<file path="src/rtl/root5_pkg.sv">
// Shared types and helpers for the pipelined integer fifth-root extractor.
// The stage struct width follows ROOT_DW; the top's DATA_WIDTH must match it.
package root5_pkg;

    localparam int ROOT_DW = 8;
    localparam int ROOT_XW = 5 * ROOT_DW;

    typedef struct packed {
        logic               valid;
        logic [ROOT_XW-1:0] x;
        logic [ROOT_DW-1:0] r;
    } stage_t;

    function automatic int root5_latency(input int dw);
        return dw + 2;
    endfunction

    // v^5 as a chain of multiplies, each product only as wide as it can get.
    function automatic logic [ROOT_XW-1:0] pow5(input logic [ROOT_DW-1:0] v);
        logic [2*ROOT_DW-1:0] p2;
        logic [3*ROOT_DW-1:0] p3;
        logic [4*ROOT_DW-1:0] p4;
        logic [5*ROOT_DW-1:0] p5;
        p2 = (2*ROOT_DW)'(v) * (2*ROOT_DW)'(v);
        p3 = (3*ROOT_DW)'(p2) * (3*ROOT_DW)'(v);
        p4 = (4*ROOT_DW)'(p3) * (4*ROOT_DW)'(v);
        p5 = (5*ROOT_DW)'(p4) * (5*ROOT_DW)'(v);
        return p5;
    endfunction

endpackage

</file>
<file path="src/rtl/root5_trial_stage.sv">
// One trial stage: tries setting root bit BIT and keeps it if the
// candidate's fifth power does not exceed the operand.
module root5_trial_stage
    import root5_pkg::*;
#(
    parameter int DATA_WIDTH = ROOT_DW,
    parameter int BIT        = 0
) (
    input  logic   clk_i,
    input  logic   rst_i,
    input  stage_t stage_i,
    output stage_t stage_o
);

    localparam logic [DATA_WIDTH-1:0] BIT_MASK = DATA_WIDTH'(1) << BIT;

    logic [DATA_WIDTH-1:0] cand;
    logic [ROOT_XW-1:0]    cand_pow;
    logic                  take;
    stage_t                stage_q;
    stage_t                stage_d;

    always_comb begin
        cand     = stage_i.r | BIT_MASK;
        cand_pow = pow5(cand);
        take     = (cand_pow <= stage_i.x);
        stage_d  = stage_q;
        stage_d.valid = stage_i.valid;
        if (stage_i.valid) begin
            stage_d.x = stage_i.x;
            stage_d.r = take ? cand : stage_i.r;
        end
    end

    always_ff @(posedge clk_i or posedge rst_i) begin
        if (rst_i) begin
            stage_q <= '0;
        end else begin
            stage_q <= stage_d;
        end
    end

    assign stage_o = stage_q;

endmodule

</file>
<file path="src/rtl/root5_pipelined.sv">
// Pipelined floor fifth root: input register, one trial stage per root bit
// (MSB first), then an output register producing root, remainder and exact.
module root5_pipelined
    import root5_pkg::*;
#(
    parameter int DATA_WIDTH = ROOT_DW
) (
    input  logic                    clk_i,
    input  logic                    rst_i,
    input  logic                    valid_i,
    input  logic [5*DATA_WIDTH-1:0] root_data_i,
    output logic                    valid_o,
    output logic [DATA_WIDTH-1:0]   root_data_o,
    output logic [5*DATA_WIDTH-1:0] rem_data_o,
    output logic                    exact_o
);

    localparam int LATENCY    = root5_latency(DATA_WIDTH);
    localparam int NUM_TRIALS = LATENCY - 2;

    stage_t in_q;
    stage_t pipe [0:NUM_TRIALS];

    always_ff @(posedge clk_i or posedge rst_i) begin
        if (rst_i) begin
            in_q <= '0;
        end else begin
            in_q.valid <= valid_i;
            if (valid_i) begin
                in_q.x <= root_data_i;
                in_q.r <= '0;
            end
        end
    end

    assign pipe[0] = in_q;

    for (genvar k = 1; k <= NUM_TRIALS; k++) begin : g_trial
        root5_trial_stage #(
            .DATA_WIDTH (DATA_WIDTH),
            .BIT        (DATA_WIDTH - k)
        ) u_stage (
            .clk_i   (clk_i),
            .rst_i   (rst_i),
            .stage_i (pipe[k-1]),
            .stage_o (pipe[k])
        );
    end

    // The trial method guarantees r^5 <= x, so this subtraction never wraps.
    logic [5*DATA_WIDTH-1:0] rem_d;
    logic                    exact_d;

    always_comb begin
        rem_d   = pipe[NUM_TRIALS].x - pow5(pipe[NUM_TRIALS].r);
        exact_d = (rem_d == '0);
    end

    logic                    valid_q;
    logic [DATA_WIDTH-1:0]   root_q;
    logic [5*DATA_WIDTH-1:0] rem_q;
    logic                    exact_q;

    always_ff @(posedge clk_i or posedge rst_i) begin
        if (rst_i) begin
            valid_q <= 1'b0;
            root_q  <= '0;
            rem_q   <= '0;
            exact_q <= 1'b0;
        end else begin
            valid_q <= pipe[NUM_TRIALS].valid;
            if (pipe[NUM_TRIALS].valid) begin
                root_q  <= pipe[NUM_TRIALS].r;
                rem_q   <= rem_d;
                exact_q <= exact_d;
            end
        end
    end

    assign valid_o     = valid_q;
    assign root_data_o = root_q;
    assign rem_data_o  = rem_q;
    assign exact_o     = exact_q;

endmodule

</file>
<file path="config.mk">
export PLATFORM = sky130hd
export DESIGN_NAME = root5_pipelined
export DESIGN_NICKNAME = d
export VERILOG_FILES = /design/src/rtl/root5_pkg.sv /design/src/rtl/root5_trial_stage.sv /design/src/rtl/root5_pipelined.sv
export SDC_FILE = /design/constraint.sdc
export NUM_CORES = 2
export LEC_CHECK = 0
export ABC_AREA = 1
export BUFFER_PORTS_ARGS = -buffer_cell sky130_fd_sc_hd__buf_2
export CORE_MARGIN = 1.5
export CORE_UTILIZATION = 63
export DETAILED_ROUTE_END_ITERATION = 6
export PLACE_DENSITY = 0.87
export SYNTH_ARGS = -nofsm -noshare
export SYNTH_HDL_FRONTEND = slang
export SYNTH_SLANG_ARGS = --single-unit
</file>
<file path="constraint.sdc">
create_clock -name clk_i -period 23.1 [get_ports clk_i]
set_input_delay 3.465 -clock clk_i [delete_from_list [all_inputs] [get_ports clk_i]]
set_output_delay 3.465 -clock clk_i [all_outputs]
set_load 0.03 [all_outputs]
</file>
==> flow_summary.toml <==
[placed_design]
gp_congestion = 0.967
io_buffers = 92
dp_hpwl_mm = 203
dp_cells = 13800

[sta]
slew_headroom = 0.228
finalSetupViolCount = 0
tightestPinTransition_ps = 1160
hold_viol_final = 0
min_period_ps = 18730
rsz0062_at_grt = "no"
slew_violations = 0
tns_ps = 0
finalCritPeriodShare = 0.811
worst_clock_skew_ps = 20.7
fmax_mhz = 53.4

[synth]
yosysTopAreaCell = "fa_1"
yosys.area.top_type_share = 0.311
synthCells = 11900
synth_most_common_cell = "inv_1"
syn_area_per_cell_um2 = 8.00
synth.yosys.seq_area_share = 0.120
async_reset_ff_frac = 1.00
ys_ff_latch = 455
synthTopCellsByArea = "fa_1 (31%), ha_1 (16%), dfrtp_1 (12%), inv_1 (10%), nand2_1 (8.7%)"
netlist_top_cells_count = "inv_1 (2626), nand2_1 (2215), fa_1 (1480), nor2_1 (1256), ha_1 (1254)"
ys.flop_type = "dfrtp_1"
yosys_warnings = 0
ys_types = 73
synth_area_um2 = 95200
synth-edff-count = 0

[die]
start_util = 0.635
die-height_um = 392
coreArea_um2 = 150000
die_x_um = 392
ios = 93
rows = 142
die_area_um2 = 154000

[clock_tree]
ctsHoldBuffers = 0
root_buffer = "clkbuf_16"
cts_resized = 0
h-tree-depth = 2
cts_setup_buffers = 0
worstSkewPairLatency_ps = 650
cts_sinks = 455
cts_inserted_buffers = 51
clk_pin_slew_ps = 70
cts_tree = "done"
cts.path.max_buffers = 3

[worst_setup_path]
r2r-start = "g_trial[7].u_stage.stage_o[4]$_DFFE_PP0P_"
r2r_slack_ps = 4370
reg2regPathDepth = 65
startpoint_type = "flip-flop"
cp_data_arrival_time_ps = 19300
critical_path.max_fanout = 46
path_common_cell = "fa_1"
cp_slowest_cell = "fa_1"
cp-end-kind = "flip-flop"
crit_required_ps = 23670
r2r_end = "g_trial[8].u_stage.stage_o[0]$_DFFE_PP0P_"
path_class = "reg -> reg"
max_stage_delay_ps = 600

[global_routing]
grt_usage = 0.335
grt_pass1_vias = 83200
antenna_found_initial = 15
grt_start_max_net_pins = 190
overflow = 0
grt_first_pass_wirelength_mm = 416

[detailed_routing]
drt-pass1-iter-count = 7
routed_wirelength_mm = 252
wl_per_cell_um = 18.1
final_antenna_net_count = 0
num_vias = 78900
drt_iter0_markers = 6751
drc = 3
viasPerCell = 5.68

[finish]
stdcell_count = 13900
nets = 14600
nFillCells = 11900
post_route_cells_drive_above_1_share = 0.0419
utilization = 0.663
area_delta_synth_final_pct = 4.46

[hold_path]
hold_path.class = "reg -> reg"
hp-start = "rem_data_o[37]$_DFFE_PP0P_"
hold_depth = 2
hold_end = "rem_data_o[37]$_DFFE_PP0P_"

[run]
maxCapViolations = 0

[run_status]
outcome = "finished with violations"
violations = "design-rule violations"
-- metal layers --
| layer | vias to the layer above | wire length (um) | track usage | share of wire |
|---|---|---|---|---|
| met5 | - | 85 | 0.00383 | 0.00034 |
| met4 | 10 | 12100 | 0.149 | 0.048 |
| met3 | 775 | 21000 | 0.0571 | 0.084 |
| met2 | 3477 | 121000 | 0.565 | 0.48 |
| met1 | 38500 | 97400 | 0.423 | 0.39 |
| li1 | 36100 | - | - | - |
-- final cells by class --
type                            instances  area [um2]  area share
Clock inverter                         27         347     0.00348
Tap cell                             2016        2520      0.0254
Timing Repair Buffer                  164        1010      0.0102
Inverter                             2652        9960       0.100
Clock buffer                           68        1410      0.0142
Sequential cell                       455       11400       0.115
Multi-Input combinational cell       8504       72800       0.732
Antenna cell                            9        22.5    0.000226
-- flip-flops by register name, summed over array words and instances (netlist names) --
signal and flops:
valid_o 1, root_data_o 8, in_q 41, exact_o 1
rem_data_o 40, g_trial.u_stage.stage_o 364
-- critical path, delay by kind of cell, from the launching register on --
family / cells / cell delay [ps]
buf+inv: 10 / 1320
fa+ha+maj: 21 / 10170
flops: 1 / 360
compound gates: 10 / 2180
xor+xnor: 3 / 770
simple gates: 21 / 3760
-- kinds of logic after synthesis --
| family | share of synthesized area |
|---|---|
| DFF | 0.120 |
| xor gates and xnor gates | 0.0355 |
| other | 0.0000788 |
| adders and majority gates | 0.476 |
| and+or+nand+nor | 0.168 |
| buffers and inverters | 0.117 |
| muxes | 0.00343 |
| AOI/OAI and AO/OA | 0.0811 |
-- stage by stage --
stage | hold slack (ps) | setup WS, ps | area, um2
after floorplan | 352 | 6610 | 95300
after global placement | 462 | 5020 | 97700
final | 480 | 4370 | 99500
after CTS | 481 | 4500 | 99500
after detailed placement | 468 | 4630 | 97700
after global routing | 490 | 3260 | 99500
-- worst max-delay path by stage --
stage | startpoint | to | slack (ps) | depth (start not counted)
after floorplan | g_trial[7].u_stage.stage_o[4]$_DFFE_PP0P_ | g_trial[8].u_stage.stage_o[0]$_DFFE_PP0P_ | 6610 | 68
after global placement | g_trial[7].u_stage.stage_o[5]$_DFFE_PP0P_ | g_trial[8].u_stage.stage_o[0]$_DFFE_PP0P_ | 5020 | 68
after detailed placement | g_trial[7].u_stage.stage_o[4]$_DFFE_PP0P_ | g_trial[8].u_stage.stage_o[0]$_DFFE_PP0P_ | 4630 | 65
after CTS | g_trial[7].u_stage.stage_o[5]$_DFFE_PP0P_ | g_trial[8].u_stage.stage_o[0]$_DFFE_PP0P_ | 4500 | 68
after global routing | g_trial[7].u_stage.stage_o[5]$_DFFE_PP0P_ | g_trial[8].u_stage.stage_o[0]$_DFFE_PP0P_ | 3260 | 68
final | g_trial[7].u_stage.stage_o[4]$_DFFE_PP0P_ | g_trial[8].u_stage.stage_o[0]$_DFFE_PP0P_ | 4370 | 65
-- cell usage in the layout (no fill, tap or decap), types with 92 or more instances in the layout --
cell type	instances
fa_1	1480
ha_1	1254
buf_2	92
nor2_1	1256
xnor2_1	138
a21oi_1	526
inv_1	2623
or2_2	96
nand2_1	2215
xor2_1	205
dfrtp_1	446
o21ai_0	551
nand3_1	185
Power is not shown: default switching activity piles up to over one toggle a cycle in this logic, so the estimate is an artifact.
